File: config.mk
export PLATFORM = sky130hd
export DESIGN_NAME = multiple_sum_flat
export DESIGN_NICKNAME = d
export VERILOG_FILES = /design/src/rtl/multiple_sum_if.sv /design/src/rtl/multiple_sum.sv /design/src/flat_wrapper.sv
export SDC_FILE = /design/constraint.sdc
export NUM_CORES = 1
export LEC_CHECK = 0
export BUFFER_PORTS_ARGS = -buffer_cell sky130_fd_sc_hd__buf_4
export CORE_MARGIN = 4
export CORE_UTILIZATION = 40
export DETAILED_ROUTE_END_ITERATION = 7
export PLACE_DENSITY = 0.7
export SKIP_CTS_REPAIR_TIMING = 1
export SYNTH_ARGS = -nofsm -noshare
export SYNTH_HDL_FRONTEND = slang
export SYNTH_SLANG_ARGS = --single-unit
File: constraint.sdc
create_clock -name clk -period 6.7 [get_ports clk]
set_input_delay 1.34 -clock clk [delete_from_list [all_inputs] [get_ports clk]]
set_output_delay 1.34 -clock clk [all_outputs]
set_load 0.01 [all_outputs]
File: src/rtl/multiple_sum_if.sv
// Handshake bundle for multiple_sum: one array in, one sum out.
// The master side is the producer/consumer, the slave side is the adder.
interface multiple_sum_if #(
    parameter int DATA_WIDTH = 16,
    parameter int NUM_INPUTS = 8
);
    localparam int SUM_WIDTH = DATA_WIDTH + $clog2(NUM_INPUTS);

    logic                  in_valid;
    logic                  in_ready;
    logic [DATA_WIDTH-1:0] in [NUM_INPUTS];
    logic                  out_valid;
    logic                  out_ready;
    logic [SUM_WIDTH-1:0]  out;

    modport master (
        output in_valid, in, out_ready,
        input  in_ready, out_valid, out
    );

    modport slave (
        input  in_valid, in, out_ready,
        output in_ready, out_valid, out
    );
endinterface

File: src/rtl/multiple_sum.sv
// Serial array adder: captures NUM_INPUTS elements, sums them one per
// cycle through a single adder, then holds the result until taken.
module multiple_sum #(
    parameter int DATA_WIDTH = 16,
    parameter int NUM_INPUTS = 8
) (
    input logic          clk,
    input logic          rst,
    multiple_sum_if.slave bus
);
    localparam int SUM_WIDTH = DATA_WIDTH + $clog2(NUM_INPUTS);
    localparam int IDX_W     = $clog2(NUM_INPUTS);
    localparam int PAD       = SUM_WIDTH - DATA_WIDTH;

    typedef enum logic [1:0] {IDLE, ACCUM, DONE} state_t;

    state_t                state;
    state_t                state_nxt;
    logic [DATA_WIDTH-1:0] buffer [NUM_INPUTS];
    logic [SUM_WIDTH-1:0]  acc;
    logic [SUM_WIDTH-1:0]  acc_sum;
    logic [SUM_WIDTH-1:0]  out_r;
    logic [IDX_W-1:0]      idx;
    logic                  accept;
    logic                  last;

    assign accept  = bus.in_valid && (state == IDLE);
    assign last    = (idx == IDX_W'(NUM_INPUTS - 1));
    assign acc_sum = acc + {{PAD{1'b0}}, buffer[idx]};

    assign bus.in_ready  = (state == IDLE);
    assign bus.out_valid = (state == DONE);
    assign bus.out       = out_r;

    always_ff @(posedge clk or posedge rst) begin
        if (rst) begin
            state <= IDLE;
        end else begin
            state <= state_nxt;
        end
    end

    always_comb begin
        state_nxt = state;
        unique case (state)
            IDLE:    if (bus.in_valid) state_nxt = ACCUM;
            ACCUM:   if (last) state_nxt = DONE;
            DONE:    if (bus.out_ready) state_nxt = IDLE;
            default: state_nxt = IDLE;
        endcase
    end

    // out_r is only written on the final add, so it stays put through DONE
    always_ff @(posedge clk or posedge rst) begin
        if (rst) begin
            for (int i = 0; i < NUM_INPUTS; i++) begin
                buffer[i] <= '0;
            end
            acc   <= '0;
            idx   <= '0;
            out_r <= '0;
        end else if (accept) begin
            buffer <= bus.in;
            acc    <= '0;
            idx    <= '0;
        end else if (state == ACCUM) begin
            acc <= acc_sum;
            idx <= idx + IDX_W'(1);
            if (last) begin
                out_r <= acc_sum;
            end
        end
    end
endmodule

File: src/flat_wrapper.sv
// flat-port wrapper written by rule: the top's interface ports become plain ports
module multiple_sum_flat 
#(
    parameter int DATA_WIDTH = 16,
    parameter int NUM_INPUTS = 8
)
  (clk, rst, bus_in_valid, bus_in, bus_out_ready, bus_in_ready, bus_out_valid, bus_out);
  multiple_sum_if #(.DATA_WIDTH(DATA_WIDTH), .NUM_INPUTS(NUM_INPUTS)) bus_i ();
  input logic clk;
  input logic rst;
  input wire logic [$bits(bus_i.in_valid)-1:0] bus_in_valid;
  input wire logic [$bits(bus_i.in)-1:0] bus_in;
  input wire logic [$bits(bus_i.out_ready)-1:0] bus_out_ready;
  output wire logic [$bits(bus_i.in_ready)-1:0] bus_in_ready;
  output wire logic [$bits(bus_i.out_valid)-1:0] bus_out_valid;
  output wire logic [$bits(bus_i.out)-1:0] bus_out;
  assign bus_i.in_valid = bus_in_valid;
  assign bus_i.in = {>>{bus_in}};
  assign bus_i.out_ready = bus_out_ready;
  assign bus_in_ready = bus_i.in_ready;
  assign bus_out_valid = bus_i.out_valid;
  assign bus_out = bus_i.out;
  multiple_sum #(.DATA_WIDTH(DATA_WIDTH), .NUM_INPUTS(NUM_INPUTS)) u_core (.clk(clk), .rst(rst), .bus(bus_i));
endmodule
==> results of run 1 <==
==> worst paths after layout <==
check | slack (ns) | start | end
max in group asynchronous | 4.19 | rst | u_core.buffer[106]
worst min register to register | 0.50 | u_core.bus.out[7] | u_core.bus.out[7]
min in group asynchronous | 1.11 | rst | u_core.bus.out[16]
worst min-delay path | 0.50 | u_core.bus.out[7] | u_core.bus.out[7]
worst max register to register | 2.67 | u_core.idx[0] | u_core.bus.out[13]
worst max-delay path | 2.67 | u_core.idx[0] | u_core.bus.out[13]
==> cells by family (layout without fill, tap and decap cells) <==
logic type,count (synthesis),after routing,synth area share [%]
buffers and inverters,48,199,2.69
AO/OA/AOI/OAI,87,87,6.76
multiplexers,178,178,29.1
XOR/XNOR,15,15,1.62
adder cells (fa/ha/maj),19,19,3.02
flip-flops,171,171,52.6
AND/OR/NAND/NOR,77,77,4.20
==> layout by cell type (no fill, tap or decap), types with 3 or more instances in the layout <==
cell type and n:
nor2b_1 5, ha_1 18, clkinvlp_4 3, nand3_1 3, xor2_1 8, a21oi_1 19
xnor2_1 7, mux2_2 144, a21o_1 3, o22ai_1 15, or3_1 4, clkbuf_16 17
buf_4 157, mux4_2 32, nand2b_1 4, inv_6 7, inv_1 9, dfrtp_1 169
o21ai_0 32, nor2_1 5, nand2_1 50, o21ai_1 3, o21bai_1 4
==> sequential cells by signal, indices dropped and copies added, names as in the netlist <==
signal / cells
u_core.bus.out: 19
u_core.state: 2
u_core.buffer: 128
u_core.acc: 19
u_core.idx: 3
==> layout make-up <==
class / count / area share, %
flip-flops and latches: 171 / 42.6
multi-input cells: 376 / 36.2
inverters: 10 / 0.424
clock buffers: 19 / 4.41
repair buffers: 157 / 11.7
well taps: 265 / 3.30
clock inverters: 13 / 1.30
==> through the flow <==
stage                     area [µm²]  instances  hold slack (ns)  util [%]  setup WS (ns)
after floorplan                 8130        595            0.456         -          0.728
after CTS                      10000       1011            0.494      50.9           2.64
final                          10000       1011            0.495      50.9           2.67
after detailed placement        9470        979            0.478      48.0           2.65
after global routing           10000       1011            0.516      50.9           2.36
after global placement          9470        979            0.475      48.0           2.74
==> power groups by stage <==
stage               registers, µW  logic, µW  clock network, µW
floorplan                    1790       2480                  0
global placement             1950       3030                  0
global route                 2030       3440               1030
detailed placement           1970       3140                  0
finish                       1950       3140                962
CTS                          1960       3150                983
==> metal layers <==
metal	vias to the layer above	share of wire, %	global-route usage (%)
li1	2443	-	-
met1	2698	42	22.9
met2	148	49	28.8
met3	33	6.3	5.54
met4	0	3.1	6.72
met5	-	0	0
==> worst max-delay path: stages (launching register included) <==
cell      delay (ns)
dfrtp_2         0.66
buf_4           0.47
mux4_2          0.55
mux2_2          0.28
ha_1            0.35
a21o_1          0.20
a31o_2          0.23
o211a_1         0.25
o21ai_0         0.44
o21bai_1        0.14
xnor2_1         0.19
o21ai_0         0.10
==> results.sh, run 1 <==
export IMPL_hold_class="flop to flop"
export IMPL_pwr_share_seq_pct=32.2
export IMPL_gp_congestion=0.888
export IMPL_cts_buffers=17
export IMPL_cap_violations=0
export IMPL_wl_per_cell_um=19.1
export IMPL_rows=51
export IMPL_post_synth_top_area_fraction_pct=52.6
export IMPL_grt_pass1_vias=5881
export IMPL_initial_core_util_pct=41.2
export IMPL_sequential_cell_area_um2=4280
export IMPL_max_freq_mhz=248
export IMPL_switching_share_pct=38.9
export IMPL_fin_crit_sh_pct=60.1
export IMPL_synth_cell_area_um2=8130
export IMPL_hold_violations=0
export IMPL_ys_ff_latch=171
export IMPL_cp_end_kind="flop"
export IMPL_drv_slew=0
export IMPL_via_count=5322
export IMPL_worst_slew_pin_slew_ns=1.01
export IMPL_ioPinCount=153
export IMPL_startpoint_type="flop"
export IMPL_wl_um=19300
export IMPL_num_fill_cells=1672
export IMPL_p_clk_share_pct=15.9
export IMPL_port_buffers=152
export IMPL_max_slew_margin_pct=32.3
export IMPL_setup_viol=0
export IMPL_syn_inst=595
export IMPL_synth_edff_count=0
export IMPL_syn2layout_area_growth_pct=23.5
export IMPL_p_leak_uw=0.00442
export IMPL_synth_distinct_cells=40
export IMPL_core_area_um2=19700
export IMPL_skew_ns=0.0122
export IMPL_p_comb_share_pct=51.9
export IMPL_dp_final_hpwl_um=14200
export IMPL_synth_seq_area_share_pct=52.6
export IMPL_ctsHtreeMaxLevel=4
export IMPL_required_ns=6.97
export IMPL_synth_top_cell_by_area="dfrtp_1"
export IMPL_ant_nets=0
export IMPL_async_flop_share_pct=100
export IMPL_p_total_uw=6050
export IMPL_synth_fp_nets=746
export IMPL_cts_buffer_depth=2
export IMPL_die_w_um=151
export IMPL_grt_pass1_wl_um=31400
export IMPL_grt_max_degree=107
export IMPL_ys_flop_type="dfrtp_1"
export IMPL_antenna_found_initial=0
export IMPL_fin_crit_ns=4.03
export IMPL_power_density_nw_per_um2=603
export IMPL_syn_avg_cell_area_um2=13.7
export IMPL_die_area_um2=22700
export IMPL_cp_max_fo=21
export IMPL_ir_drop_mv=0.277
export IMPL_first_pass_iters=4
export IMPL_yosys_warnings=0
export IMPL_finalSetupTns_ns=0
export IMPL_worst_r2r_cell_count=11
export IMPL_drt_iter0_markers=268
export IMPL_antenna_cells=0
export IMPL_multiInputGateArea_um2=3630
export IMPL_grt_ovfl_total=0
export IMPL_crit_type="flop to flop"
export IMPL_drive_gt1_share_pct=50.3
export IMPL_synth_area_leaders="dfrtp_1 53%, mux2_2 20%, mux4_2 8.9%, ha_1 2.8%, nand2_1 2.3%"
export IMPL_cp_arrival_ns=4.29
export IMPL_clock_sinks=171
export IMPL_post_route_drc_count=0
export IMPL_synthTopCellsByCount="171 x dfrtp_1, 144 x mux2_2, 50 x nand2_1"
export IMPL_grtUsageTotal_pct=18.0
export IMPL_clk_insertion_delay_late_ns=0.42
export IMPL_cts_tree="yes"
export IMPL_vias_per_cell=5.26
export IMPL_nNetsFinal=884
export IMPL_switching_power_uw=2360
export IMPL_holdPathStages=2
export IMPL_rsz0062_at_grt="false"
export IMPL_p_int_uw=3700
export IMPL_status="finished, final reports clean"
export IMPL_fp_dieH_um=151
export IMPL_root_buffer="clkbuf_16"
export IMPL_cts_clk_slew_worst_paths_ns=0.07
export IMPL_yosysMostFrequentCell="dfrtp_1"
Note: power is estimated with default switching activity, not from simulation.
==> inputs of run 2 (changes only) <==
--- a/config.mk
+++ b/config.mk
@@ -5,11 +5,12 @@
 export SDC_FILE = /design/constraint.sdc
 export NUM_CORES = 1
 export LEC_CHECK = 0
+export ABC_AREA = 1
 export BUFFER_PORTS_ARGS = -buffer_cell sky130_fd_sc_hd__buf_4
 export CORE_MARGIN = 4
 export CORE_UTILIZATION = 40
 export DETAILED_ROUTE_END_ITERATION = 7
-export PLACE_DENSITY = 0.7
+export PLACE_DENSITY = 0.72
 export SKIP_CTS_REPAIR_TIMING = 1
 export SYNTH_ARGS = -nofsm -noshare
 export SYNTH_HDL_FRONTEND = slang
==> constraint.sdc (replaced) <==
create_clock -name clk -period 3.4 [get_ports clk]
set_input_delay 0.68 -clock clk [delete_from_list [all_inputs] [get_ports clk]]
set_output_delay 0.68 -clock clk [all_outputs]
set_load 0.01 [all_outputs]
==> results.sh, run 2 <==
export IMPL_hold_violations=0
export IMPL_max_freq_mhz=318
export IMPL_synth_area_leaders="dfrtp_1 50%, nand2_1 21%, o21ai_0 4.3%, nor2_1 3.1%, inv_1 2.7%"
export IMPL_gr_usage_met3_pct=3.53
export IMPL_hold_class="input pin to asynchronous set/reset pin"
export IMPL_synth_top_cell_by_area="dfrtp_1"
export IMPL_path_buf_inv=2
export IMPL_ys_ff_latch=171
export IMPL_nNetsFinal=1384
export IMPL_grt_pass1_wl_um=37400
export IMPL_fin_hold_ws_ns=0.351
export IMPL_crit_family="compound AO/OA/AOI/OAI gates"
export IMPL_port_buffers=152
export IMPL_cp_arrival_ns=3.46
export IMPL_skew_ns=0.00967
export IMPL_grtUsageTotal_pct=19.7
export IMPL_fin_util_pct=49.6
export IMPL_post_synth_top_area_fraction_pct=50.0
export IMPL_wl_um=23300
export IMPL_drive_gt1_share_pct=18.5
export IMPL_required_ns=3.72
export IMPL_drt_iter0_markers=709
export IMPL_synth_fp_nets=1255
export IMPL_p_comb_share_pct=53.8
export IMPL_layout_commonest_cell="nand2_1"
export IMPL_cp_end_kind="flop"
export IMPL_rsz0062_at_grt="false"
export IMPL_regMostFlops="u_core.buffer"
export IMPL_cp_depth=15
export IMPL_synthTopCellsByCount="474 x nand2_1, 171 x dfrtp_1, 74 x o21ai_0"
export IMPL_root_buffer="clkbuf_16"
export IMPL_ys_flop_type="dfrtp_1"
export IMPL_place_ws_ns=0.305
export IMPL_setup_viol=0
export IMPL_core_area_um2=21000
export IMPL_max_stage_delay_ns=0.55
export IMPL_pwr_share_seq_pct=30.3
export IMPL_worst_slew_pin_slew_ns=1.05
export IMPL_grt_ovfl_total=0
export IMPL_rows=53
export IMPL_syn2layout_area_growth_pct=21.7
export IMPL_die_w_um=154
export IMPL_first_pass_iters=6
export IMPL_fp_dieH_um=154
export IMPL_post_route_drc_count=0
export IMPL_syn_avg_cell_area_um2=7.75
export IMPL_cts_clk_slew_worst_paths_ns=0.07
export IMPL_switching_power_uw=5610
export IMPL_drv_slew=0
export IMPL_ant_nets=0
export IMPL_p_int_uw=6290
export IMPL_synth_cell_area_um2=8560
export IMPL_yosys_warnings=0
export IMPL_crit_path_start="u_core.idx[0]"
export IMPL_cp_max_fo=22
export IMPL_cp_slowest_cell="dfrtp_2"
export IMPL_max_slew_margin_pct=30.3
export IMPL_switching_share_pct=47.1
export IMPL_fin_crit_ns=3.14
export IMPL_final_cell_mix="473 x nand2_1, 170 x dfrtp_1, 167 x buf_4"
export IMPL_async_flop_share_pct=100
export IMPL_p_leak_uw=0.00545
export IMPL_via_count=7554
export IMPL_synth_distinct_cells=32
export IMPL_die_area_um2=23800
export IMPL_fin_crit_sh_pct=92.4
export IMPL_cts_tree="yes"
export IMPL_worst_r2r_cell_count=15
export IMPL_top_usage_layer="met2"
export IMPL_status="finished, final reports clean"
export IMPL_gp_congestion=0.916
export IMPL_grt_pass1_vias=7382
export IMPL_clk_insertion_delay_late_ns=0.44
export IMPL_power_density_nw_per_um2=1140
export IMPL_wl_per_cell_um=15.3
export IMPL_yosysMostFrequentCell="nand2_1"
export IMPL_ctsHtreeMaxLevel=4
export IMPL_synth_edff_count=0
export IMPL_ir_drop_mv=0.606
export IMPL_cap_violations=0
export IMPL_finalSetupTns_ns=0
export IMPL_initial_core_util_pct=40.7
export IMPL_p_clk_share_pct=16.0
export IMPL_met1_usage_pct=26.7
export IMPL_placed_cell_area_um2=9840
export IMPL_cts_buffers=17
export IMPL_crit_type="flop to flop"
export IMPL_ioPinCount=153
export IMPL_crit_path_cell_trace="inv_2 > buf_4 > o21ai_0 > o22ai_1 > nor2_1 > a31oi_1 > ha_1 > nand2_1 > nand2_1 > a21oi_1 > nand3_2 > nand2_1 > nand3_1 > nand3_1 > nand2_1"
export IMPL_largest_register_ffs=128
export IMPL_cts_buffer_depth=2
export IMPL_antenna_cells=0
export IMPL_antenna_found_initial=0
export IMPL_clock_sinks=171
export IMPL_vias_per_cell=4.97
export IMPL_final_area_um2=10400
export IMPL_dp_final_hpwl_um=17000
export IMPL_synth_seq_area_share_pct=50.0
export IMPL_syn_inst=1104
export IMPL_r2r_start="u_core.idx[0]"
export IMPL_fin_ws_ns=0.258
export IMPL_startpoint_type="flop"
export IMPL_grtUsageMet2_pct=31.3
export IMPL_grt_max_degree=111
export IMPL_cp_common_cell="nand2_1"
run 2: cell count changes in the layout (fill, tap and decap cells not counted), moves of 13 or more:
| cell | change |
|---|---|
| o211ai_1 | +13 |
| a31oi_1 | +14 |
| inv_1 | +51 |
| o21ai_0 | +42 |
| nand2_1 | +423 |
| nand3_1 | +26 |
| nor2_1 | +65 |
| mux2_2 | -144 |
| mux4_2 | -32 |
| o21ai_1 | +26 |
run 2: layout make-up:
cell class	instances	area (µm²)
clock inverters	15	146
multi-input cells	803	3670
clock buffers	17	425
fillers	2012	10600
flip-flops and latches	171	4280
well taps	275	344
inverters	72	277
repair buffers	168	1270
run 2: path summary, 6_finish.rpt:
| kind | slack [ns] | to |
|---|---|---|
| max in group asynchronous | 2.07 | u_core.buffer[119] |
| max | 0.26 | u_core.bus.out[13] |
| min reg2reg | 0.48 | u_core.buffer[54] |
| min in group clk | 0.42 | u_core.state[1] |
| max reg2reg | 0.26 | u_core.bus.out[13] |
| min | 0.35 | u_core.buffer[124] |
run 2: kinds of logic after synthesis:
| family | share of synthesized area [%] |
|---|---|
| and+or+nand+nor | 27.6 |
| AOI/OAI and AO/OA | 11.5 |
| DFF | 50.0 |
| buffers and inverters | 7.25 |
| adders and majority gates | 2.87 |
| xor gates and xnor gates | 0.716 |
run 2: routing by layer:
metal | vias up | part of all wire (%) | routed length, µm
li1 | 3775 | - | -
met1 | 3500 | 45 | 10400
met2 | 236 | 46 | 10800
met3 | 43 | 5.8 | 1350
met4 | 0 | 3.4 | 802
met5 | - | 0 | 0
run 2: power by group through the flow:
stage	sequential, µW	clock, µW	combinational [µW]
finish	3600	1900	6400
global placement	3600	0	6180
CTS	3590	1930	6340
detailed placement	3610	0	6300
floorplan	3470	0	4750
global route	3720	2010	7220
run 2: stage by stage:
stage	total power, µW	instances
after floorplan	8220	1104
after global placement	9770	1489
after detailed placement	9920	1489
after CTS	11900	1521
after global routing	12900	1521
final	11900	1521
run 2: worst reg2reg max path: stages, from the launching register on:
cell,delay (ns)
dfrtp_2,0.55
inv_2,0.26
buf_4,0.24
o21ai_0,0.10
o22ai_1,0.24
nor2_1,0.07
a31oi_1,0.33
ha_1,0.36
nand2_1,0.08
nand2_1,0.06
a21oi_1,0.20
nand3_2,0.18
nand2_1,0.12
nand3_1,0.09
nand3_1,0.09
nand2_1,0.06
